<file path="src/rtl/nn_classify_sequencer.sv">
// Sequencer that owns the classification core: loads weights, streams one sample,
// runs the core, reads the four scores and returns the signed-argmax class.
module nn_classify_sequencer #(
  parameter int NUM_XWORDS  = 9,
  parameter int NUM_WWORDS  = 10,
  parameter int NUM_OUT     = 4,
  parameter int TIMEOUT_CYC = 64
) (
  input  logic                       clk,
  input  logic                       rst_n,
  input  logic                       en,
  input  logic                       clr,
  input  logic                       load_w,
  input  logic                       w_valid,
  output logic                       w_ready,
  input  logic [63:0]                w_data,
  input  logic                       s_valid,
  output logic                       s_ready,
  input  logic [63:0]                s_data,
  output logic                       c_valid,
  input  logic                       c_ready,
  output logic [$clog2(NUM_OUT)-1:0] c_class,
  output logic [15:0]                c_score,
  output logic                       w_loaded,
  output logic                       err,
  input  logic                       core_ready,
  output logic                       core_start,
  input  logic                       core_done,
  output logic                       xij_ena,
  output logic [7:0]                 xij_wea,
  output logic [3:0]                 xij_addra,
  output logic [63:0]                xij_dina,
  output logic                       wb_ena,
  output logic [7:0]                 wb_wea,
  output logic [3:0]                 wb_addra,
  output logic [63:0]                wb_dina,
  output logic                       xout_enb,
  output logic [3:0]                 xout_addrb,
  input  logic [15:0]                xout_doutb
);

  localparam int CLS_W = $clog2(NUM_OUT);
  localparam int TW    = $clog2(TIMEOUT_CYC);
  localparam logic [3:0]    W_LAST = 4'(NUM_WWORDS - 1);
  localparam logic [3:0]    X_LAST = 4'(NUM_XWORDS - 1);
  localparam logic [3:0]    N_OUT  = 4'(NUM_OUT);
  localparam logic [TW-1:0] T_LAST = TW'(TIMEOUT_CYC - 1);

  typedef enum logic [2:0] {
    S_IDLE, S_LOAD_W, S_LOAD_X, S_START, S_WAIT, S_READ, S_EMIT
  } state_t;

  state_t           state, state_n;
  logic [3:0]       cnt, cnt_n;
  logic [TW-1:0]    timer, timer_n;
  logic             w_loaded_n, err_n;
  logic [15:0]      best_score, best_score_n;
  logic [CLS_W-1:0] best_class, best_class_n;

  always_ff @(posedge clk or negedge rst_n) begin
    if (!rst_n) begin
      state      <= S_IDLE;
      cnt        <= '0;
      timer      <= '0;
      w_loaded   <= 1'b0;
      err        <= 1'b0;
      best_score <= '0;
      best_class <= '0;
    end else begin
      state      <= state_n;
      cnt        <= cnt_n;
      timer      <= timer_n;
      w_loaded   <= w_loaded_n;
      err        <= err_n;
      best_score <= best_score_n;
      best_class <= best_class_n;
    end
  end

  always_comb begin
    state_n      = state;
    cnt_n        = cnt;
    timer_n      = timer;
    w_loaded_n   = w_loaded;
    err_n        = err;
    best_score_n = best_score;
    best_class_n = best_class;
    w_ready      = 1'b0;
    s_ready      = 1'b0;
    core_start   = 1'b0;
    c_valid      = 1'b0;
    xout_enb     = 1'b0;
    xout_addrb   = '0;
    if (clr) begin
      state_n    = S_IDLE;
      cnt_n      = '0;
      timer_n    = '0;
      w_loaded_n = 1'b0;
      err_n      = 1'b0;
    end else if (en) begin
      case (state)
        S_IDLE: begin
          cnt_n = '0;
          if (load_w)                   state_n = S_LOAD_W;
          else if (w_loaded && s_valid) state_n = S_LOAD_X;
        end
        S_LOAD_W: begin
          w_ready = 1'b1;
          if (w_valid) begin
            cnt_n = cnt + 4'd1;
            if (cnt == W_LAST) begin
              cnt_n      = '0;
              w_loaded_n = 1'b1;
              state_n    = S_IDLE;
            end
          end
        end
        S_LOAD_X: begin
          s_ready = 1'b1;
          if (s_valid) begin
            cnt_n = cnt + 4'd1;
            if (cnt == X_LAST) begin
              cnt_n   = '0;
              state_n = S_START;
            end
          end
        end
        S_START: begin
          if (core_ready) begin
            core_start = 1'b1;
            timer_n    = '0;
            state_n    = S_WAIT;
          end
        end
        S_WAIT: begin
          if (core_done) begin
            cnt_n   = '0;
            state_n = S_READ;
          end else if (timer == T_LAST) begin
            err_n   = 1'b1;
            state_n = S_IDLE;
          end else begin
            timer_n = timer + 1'b1;
          end
        end
        S_READ: begin
          // Address k is issued at cnt=k; its score is on xout_doutb at cnt=k+1.
          cnt_n = cnt + 4'd1;
          if (cnt < N_OUT) begin
            xout_enb   = 1'b1;
            xout_addrb = cnt;
          end
          if (cnt == 4'd1) begin
            best_score_n = xout_doutb;
            best_class_n = '0;
          end else if (cnt > 4'd1 && $signed(xout_doutb) > $signed(best_score)) begin
            best_score_n = xout_doutb;
            best_class_n = CLS_W'(cnt - 4'd1);
          end
          if (cnt == N_OUT) begin
            cnt_n   = '0;
            state_n = S_EMIT;
          end
        end
        S_EMIT: begin
          c_valid = 1'b1;
          if (c_ready) state_n = S_IDLE;
        end
        default: state_n = S_IDLE;
      endcase
    end
  end

  assign c_class   = best_class;
  assign c_score   = best_score;

  assign wb_ena    = w_ready & w_valid;
  assign wb_wea    = {8{wb_ena}};
  assign wb_addra  = wb_ena ? cnt : 4'd0;
  assign wb_dina   = wb_ena ? w_data : 64'd0;

  assign xij_ena   = s_ready & s_valid;
  assign xij_wea   = {8{xij_ena}};
  assign xij_addra = xij_ena ? cnt : 4'd0;
  assign xij_dina  = xij_ena ? s_data : 64'd0;

endmodule

</file>
<file path="config.mk">
export PLATFORM = sky130hd
export DESIGN_NAME = nn_classify_sequencer
export DESIGN_NICKNAME = d
export VERILOG_FILES = /design/src/rtl/nn_classify_sequencer.sv
export SDC_FILE = /design/constraint.sdc
export NUM_CORES = 1
export LEC_CHECK = 0
export CAP_MARGIN = 20
export CORE_AREA = 5 5 126 128
export CTS_CLUSTER_DIAMETER = 50
export DETAILED_ROUTE_END_ITERATION = 10
export DIE_AREA = 0 0 131 133
export PLACE_DENSITY = 0.68
export SLEW_MARGIN = 30
export SYNTH_ARGS = -nofsm -noshare
export SYNTH_HDL_FRONTEND = slang
export SYNTH_SLANG_ARGS = --single-unit
</file>
<file path="constraint.sdc">
create_clock -name clk -period 2.29 [get_ports clk]
set_input_delay 0.229 -clock clk [delete_from_list [all_inputs] [get_ports clk]]
set_output_delay 0.229 -clock clk [all_outputs]
set_load 0.01 [all_outputs]
</file>
Word-level counts from Yosys, hierarchy flattened
Index checks and enable logic that the tools add are counted.

word-level totals
  register bits after elaboration = 33

operators by class
  equal/unequal tests = 24
  $add $sub $neg = 3
  mux-type cells = 68
  bitwise operators = 3
  reduce and logical (&&, ||, !) cells = 18
  order comparisons = 3

operator list
  operator                                              count
  two-way mux 64 bit                                    2
  two-way mux 4 bit                                     14
  two-way mux 3 bit                                     13
  two-way mux 16 bit                                    2
  two-way mux 6 bit                                     5
  != test 3 bit (second input constant)                 10
  two-way mux 1 bit                                     27
  case mux 3 bit (7 select lines)                       1
  case mux 4 bit (5 select lines)                       1
  > comparator 16 bit                                   1
  nonzero test 2 bit                                    7
  case mux 6 bit (2 select lines)                       1
  AND reduction 4 bit                                   3
  AND reduction 10 bit                                  1
  AND reduction 5 bit                                   2
  equality test 3 bit (second input constant)           3
  equality test 4 bit (second input constant)           2
  != test 4 bit (second input constant)                 2
  adder 6 x 1 -> 6 bit (second input constant)          1
  equality test 3 x 2 -> 1 bit (second input constant)  2
  equality test 6 bit (second input constant)           1
  nonzero test 6 bit                                    1
  adder 4 x 1 -> 4 bit (second input constant)          1
  equality test 4 x 1 -> 1 bit (second input constant)  1
  12 further kinds                                      15

Logic depth before layout (Yosys ltp)
Gate-level depths: netlist of the first run.

  word-level depth = 6
  gate-level depth with buffers = 11

Least setup slack after synthesis of the first run
No wires, ideal clock.

  kind = register to register
  from = register best_score[15] (netlist: c_score[15])
  to = register best_score[0] (netlist: c_score[0])
  cell stages (with the launch flop) = 12
  path buffers = 2
  period minus slack after synthesis = 2.594 ns
  arrival = 2.469 ns
  slack = -0.304 ns
  path through = dfrtp_1 -> inv_1 -> ha_1 -> nand4_2 -> or4_4 -> a21oi_2 -> or3_2 -> a211oi_2 -> a31o_1 -> buf_6 -> buf_12 -> mux2_4

between the ends
  word-level cells in the longest chain between the ends = 4

RTL lines
  element                        RTL line  text
  from (decl)                    57        logic [15:0] best_score, best_score_n;
  from (signal assigned)         75        best_score <= best_score_n;
  > comparator 16 bit            156       end else if (cnt > 4'd1 && $signed(xout_doutb) > $signed(best_score)) begin
  logical AND 1 bit              156
  nonzero test 2 bit (no line)   -
  AND reduction 4 bit (no line)  -

No other way between the ends.
A chain may end at the register's enable or synchronous reset.

Final worst setup path of the first run
  from = register best_score[11] (netlist: c_score[11])
  to = register best_score[13] (netlist: c_score[13])

Same word-level chain as after synthesis.

==> metrics.txt, run 1 <==
outcome finished with violations; violated checks negative setup slack; violation count after the first detailed-route iteration 107; arrival time of the worst setup path 2.77 ns; GR Util All Layers 20.0%; antenna diode count 0; Fmax 383 MHz; master of the slowest instance on the critical path or4_4; Synth area leader and2_1; hpwl dp 15.4 mm; Post-Syn Instances 408; sum of negative setup slack -5.25 ns; top cell types by occurrence after synthesis 139 x and2_1, 33 x dfrtp_1, 24 x nand2_1; post-route standard cell area excluding fillers 7520 sq um; number of primary I/O pins 337; synthesized area 3260 sq um; hold bufs inserted after CTS 0; instance area after placement 7020 sq um; count of max-cap constraint violations 0; Fin. Hold Viols 0; number of buffers created by CTS 5; unrepaired setup endpoints after global routing true; startpoint class of the critical path flop; final core utilization 50.9%; power per cell area 242 nW/um^2; via count of the first global-routing pass 4,469; global-route wire length before repair 26.8 mm; H-tree levels 2; cell chosen for the clock root clkbuf_16; number of flops mapped to enable cells by yosys 0; cell class contributing the biggest share of worst-path delay simple AND/OR/NAND/NOR gates; most frequently used cell type in the post-synthesis netlist and2_1; Leakage Power 4.00 nW; effective utilization at floorplan 22.1%; share of synthesized cell area in and, or, nand and nor gates 39.3%; adder-cell share of the synthesized area 7.69%; average wire length per cell after detail routing 20.1 microns; biggest fanout along the worst timing path 6; area fraction of the dominant cell type after synthesis 26.7%; min-delay worst type in -> reg; minimum setup slack after placement -0.680 ns; total die area 17,400 sq um; number of rows in the core area 45; switching pwr 0.000466 W; Max Transition Viols Final 0; maximum number of pins on one net before global-route repair 34; combinational share of power 31.4%; CTS max path bufs 2; chain of cells forming the critical path inv_1 > ha_1 > nand2_2 > or4_4 > a21oi_4 > nor4_4 > a211oi_4 > a31o_4 > buf_8 > mux2_2; final weighted congestion of routability-driven global placement 0.893; Worst Max-Slew Pin Slew 0.514 ns; fraction of registers with async set/reset 100%; total power after layout 0.00182 W; clock transition at the registers of the reported paths 0.06 ns; mean cell area of the mapped netlist 7.98 sq um; Skew-Pair Late Insertion Delay 0.28 ns; Via Count 4,341; combinational family with the most area after synthesis simple AND/OR/NAND/NOR gates; combined buffer and inverter count along the critical path 2; data required time at the worst endpoint 2.45 ns; Layout Area Growth over Synthesis 131%; Max IR drop VDD 290 uV; CTS tree built; worst max-slew margin expressed relative to the limit 65.6%; Multi-input gate area 2360 sq um; PortBufs 334; average via count per standard cell 4.50; number of fill cells in the layout 1,397; Post-synth top flop dfrtp_1; proportion of total power due to net switching 25.7%; final wirelength 19.4 mm; period utilization 114%; drt drc 0; die outline width 131 microns; register area 826 sq um; clock period minus worst slack 2.61 ns; slowest cell delay on critical path 0.54 ns; die height 133 microns; number of different library cells in the post-synthesis netlist 44; Worst setup EP type flop; Detail Route Antenna Nets 0; type of the worst setup path reg -> reg; sequential area share after synthesis 25.4%; count of TritonRoute iterations in the first routing pass 4; share of layout cells above drive strength 1 16.9%; total of flip-flops plus latches after synthesis 33; post-synthesis compound-gate area fraction 10.1%; Post-Synth XOR/XNOR Area 0%; PnR worst setup slack -0.321 ns; register share of total power 32.7%; leading post-synthesis cells by cell area and2_1 27%, dfrtp_1 25%, ha_1 7.7%; antenna violations before repair 0; fraction of power consumed by the clock network 35.8%; worst clock skew 0.00733 ns; multiplexer share of the synthesized area 7.11%; Final setup viols 18; internal power 0.00135 W; total overflow reported by the global router 0; net total in the final layout 950; count of synthesis-stage warnings from yosys 0; Floorplan Core Area 14,800 sq um; total number of clock tree sinks 33
==> state kept, by name, indices dropped and copies added (netlist names) <==
name / flops
cnt: 4
c_class: 2
timer: 6
err: 1
state: 3
w_loaded: 1
c_score: 16
==> final timing paths <==
path	start	to	slack [ns]	cells after the start
max in group asynchronous	rst_n	state[0]	1.61	2
setup reg to reg	c_score[11]	c_score[13]	-0.32	10
hold reg to reg	err	err	0.50	2
setup / recovery	c_score[11]	c_score[13]	-0.32	10
min in group asynchronous	rst_n	c_score[10]	0.36	2
hold / removal	xout_doutb[11]	c_score[11]	0.27	2
==> repair_timing <==
action	in CTS	in global routing
cloned	3	1
gates resized for setup	166	60
endpoints found under the hold margin	0	0
pin swaps	4	10
setup endpoints to repair	169	41
setup buffers	11	7
==> cells in the final DEF, fill, tap and decap left out, types with 7 or more instances in the layout <==
cell type,instances
clkdlybuf4s50_1,166
dlygate4sd2_1,143
and2_1,138
buf_4,55
dfrtp_1,33
nand2_1,22
o21ai_0,16
dlymetal6s2s_1,16
inv_1,15
nor2_1,15
mux2_4,14
a21oi_1,12
ha_1,10
ha_4,10
nand3_1,8
inv_2,7
clkdlybuf4s15_1,7
==> per-stage QoR <==
step	hold WS, ns	cells
2_1_floorplan	-0.0666	409
3_5_place_dp	0.499	935
4_1_cts	0.348	957
6_report	0.266	965
5_1_grt	0.263	965
3_3_place_gp	0.495	935
==> power groups by stage <==
stage / clock network, W / logic, W / registers, W
floorplan: 0 / 0.000151 / 0.000606
global placement: 0 / 0.000534 / 0.000604
detailed placement: 0 / 0.000539 / 0.000604
CTS: 0.000673 / 0.000545 / 0.000594
global route: 0.000697 / 0.000616 / 0.000596
finish: 0.000651 / 0.000571 / 0.000594
==> worst register-to-register path: cells and delay by family, from the launching register on <==
| kind | cells | cell delay [ns] |
|---|---|---|
| AOI/OAI and AO/OA | 3 | 0.61 |
| adders and majority gates | 1 | 0.31 |
| and+or+nand+nor | 3 | 0.68 |
| DFF | 1 | 0.36 |
| buffers and inverters | 2 | 0.19 |
| muxes | 1 | 0.33 |
==> metal layers <==
layer | vias up | track usage [%] | wire (microns)
met1 | 2050 | 23.8 | 7370
met3 | 12 | 8.11 | 2180
li1 | 2058 | - | -
met4 | 0 | 2.91 | 189
met5 | - | 0 | 0
met2 | 221 | 34.1 | 9660
==> logic make-up (layout without fill, tap and decap cells) <==
family,Yosys count,count (layout)
AND/OR/NAND/NOR,220,220
AO/OA/AOI/OAI,52,52
adder cells (fa/ha/maj),20,20
flip-flops,33,33
buffers and inverters,64,432
other,1,2
multiplexers,18,18
==> final cells by class <==
cell class	instances	share of cell area, %
tap	188	3.13
multi-input combinational	312	31.3
sequential	33	11.0
clock inverter	3	0.233
inverter	22	1.10
timing repair buffer	402	51.5
clock buffer	5	1.66
Power figures use the tool's default switching activity.
==> run 2: changes to the inputs <==
--- a/config.mk
+++ b/config.mk
@@ -6,11 +6,11 @@
 export NUM_CORES = 1
 export LEC_CHECK = 0
 export CAP_MARGIN = 20
-export CORE_AREA = 5 5 126 128
+export CORE_AREA = 4 4 129 131
 export CTS_CLUSTER_DIAMETER = 50
 export DETAILED_ROUTE_END_ITERATION = 10
-export DIE_AREA = 0 0 131 133
-export PLACE_DENSITY = 0.68
+export DIE_AREA = 0 0 133 135
+export SETUP_SLACK_MARGIN = 0.15
 export SLEW_MARGIN = 30
 export SYNTH_ARGS = -nofsm -noshare
 export SYNTH_HDL_FRONTEND = slang
==> run 2 against run 1 <==
The flow still finishes with violations (negative setup slack); worst hold slack worse by 0.028 ns; die area up 3.1%; final cell count up 3.5%; total power up 1.9%; maximum frequency up 0.15%; global-route usage up 1.2 points; register-to-register slack about the same; flip-flop and latch count unchanged; routed wire length up 5.4%.
==> metrics.txt, run 2 (same netlist as run 1, synthesis figures left out) <==
outcome finished with violations; violated checks negative setup slack; CTS max path bufs 2 (unchanged); Skew-Pair Late Insertion Delay 0.28 ns (about the same); final core utilization 46.0% (-5.0 points); maximum number of pins on one net before global-route repair 34 (unchanged); FF-to-FF Start c_score[6]; count of TritonRoute iterations in the first routing pass 4 (unchanged); hold bufs inserted after CTS 0 (unchanged); Final setup viols 18 (unchanged); hpwl dp 16.3 mm (+6.3%); Via Count 4,287 (-1.2%); clock period minus worst slack 2.61 ns (-0.00399 ns); unrepaired setup endpoints after global routing true; number of rows in the core area 46 (+2.2%); period utilization 114% (-0.17 points); flop-to-flop setup slack -0.32 ns (about the same); arrival time of the worst setup path 2.76 ns (about the same); type of the worst setup path in -> reg; final wirelength 20.4 mm (+5.4%); register area 827 sq um (+0.15%); number of primary I/O pins 337 (unchanged); power per cell area 258 nW/um^2 (+6.8%); total number of clock tree sinks 33 (unchanged); worst max-slew margin expressed relative to the limit 66.8% (+1.1 points); via count of the first global-routing pass 4,520 (+1.1%); global-route wire length before repair 28.9 mm (+7.9%); final weighted congestion of routability-driven global placement 0.870 (-2.6%); Worst setup EP type flop; Multi-input gate area 2370 sq um (+0.53%); number of fill cells in the layout 1,598 (+14%); PortBufs 334 (unchanged); net total in the final layout 956 (+0.63%); non-filler instance count after layout 999 (+3.5%); GR Util All Layers 21.2% (+1.2 points); Floorplan Core Area 15,600 sq um (+5.7%); Max IR drop VDD 302 uV (+4.0%); cell chosen for the clock root clkbuf_16; share of layout cells above drive strength 1 36.2% (+19 points); die height 135 microns (+1.5%); Layout Area Growth over Synthesis 120%; H-tree levels 2 (unchanged); commonest cells after routing, fill and taps aside 165 x clkdlybuf4s50_1, 132 x and2_1, 102 x clkbuf_2; Fmax 384 MHz (+0.15%); antenna violations before repair 1 (+1); startpoint class of the critical path primary input; CTS tree built; clock transition at the registers of the reported paths 0.06 ns (about the same); violation count after the first detailed-route iteration 152 (+42%); total overflow reported by the global router 0 (unchanged); Leakage Power 3.48 nW (-13%); number of buffers created by CTS 5 (unchanged); Worst Hold Slack 0.238 ns (-0.0277 ns); Max Transition Viols Final 0 (unchanged); Detail Route Antenna Nets 0 (unchanged); Worst Max-Slew Pin Slew 0.486 ns (-0.0277 ns); average wire length per cell after detail routing 20.5 microns (+1.8%); PnR worst setup slack -0.317 ns (+0.00399 ns); effective utilization at floorplan 20.9% (-1.2 points); die outline width 133 microns (+1.5%); cell total after placement 961 (+2.8%); worst hold start xout_doutb[8]; min-delay worst type in -> reg; Fin. Hold Viols 0 (unchanged); most frequent standard cell in the layout excluding fill and tap cells clkdlybuf4s50_1; drt drc 0 (unchanged); launching element of the worst setup path xout_doutb[13]; biggest fanout along the worst timing path 7 (+1); total die area 18,000 sq um (+3.1%); data required time at the worst endpoint 2.45 ns (about the same); average via count per standard cell 4.29 (-4.6%); Largest register FFs 16 (unchanged); worst clock skew 0.00592 ns (-0.00140 ns); count of max-cap constraint violations 0 (unchanged)
-- run 2: cell types whose count changed in the layout (fill, tap and decap cells not counted), sizes merged --
cell	before	now
dlygate4sd2	143	22
clkbuf	6	111
buf	67	109
dlymetal6s2s	16	4
clkdlybuf4s15	7	3
clkinv	2	0
bufbuf	2	1
clkdlybuf4s50	166	165
clkinvlp	1	0
diode	0	1
-- run 2: routing by layer --
| metal | vias up | part of all wire, % | global-route usage, % |
|---|---|---|---|
| met5 | - | 0 | 0 |
| met4 | 0 | 0.29 | 1.73 |
| met3 | 4 | 12 | 9.24 |
| met2 | 222 | 46 | 34.1 |
| met1 | 1989 | 42 | 27.5 |
| li1 | 2072 | - | - |
-- run 2: power by group --
part	internal, W	switching, W	leakage, nW
logic	0.000356	0.000224	2.97
clock network	0.000427	0.000246	0.0700
registers	0.000590	0.00000680	0.448
-- run 2: stage by stage --
stage               area, sq um  setup WS, ns  total power, W  TNS (ns)
CTS                        7510        -0.311         0.00186     -5.18
detailed placement         7060        -0.624         0.00116    -30.14
floorplan                  3300        -0.215        0.000757     -2.66
global route               7170        -0.406         0.00193     -7.01
finish                     7170        -0.317         0.00185     -5.35
global placement           7060        -0.551         0.00116    -30.79
-- run 2: timing repair --
item	in CTS	in global routing
resized for setup	321	238
setup endpoints to repair	176	153
pin swaps	12	9
cloned	6	2
buffers inserted	19	4
-- run 2: critical path: stages --
cell,delay [ns]
clkdlybuf4s50_1,0.47
ha_4,0.32
nand4_4,0.10
or4_4,0.46
o211ai_1,0.29
a211oi_4,0.07
a31o_2,0.26
buf_6,0.13
buf_12,0.13
mux2_4,0.29
-- run 2: path summary, 6_finish.rpt --
path / to / cells after the start
max: c_score[13] / 10
min: c_score[8] / 2
max reg2reg: c_score[13] / 10
min reg2reg: err / 2
max in group asynchronous: state[0] / 2
min in group asynchronous: c_score[11] / 2
-- run 2: area by class of cell --
class | instances | share of cell area, %
Tap cell | 216 | 3.77
Clock buffer | 7 | 1.99
Timing Repair Buffer | 408 | 48.5
Multi-Input combinational cell | 312 | 33.0
Inverter | 22 | 1.15
Sequential cell | 33 | 11.5
Antenna cell | 1 | 0.0349
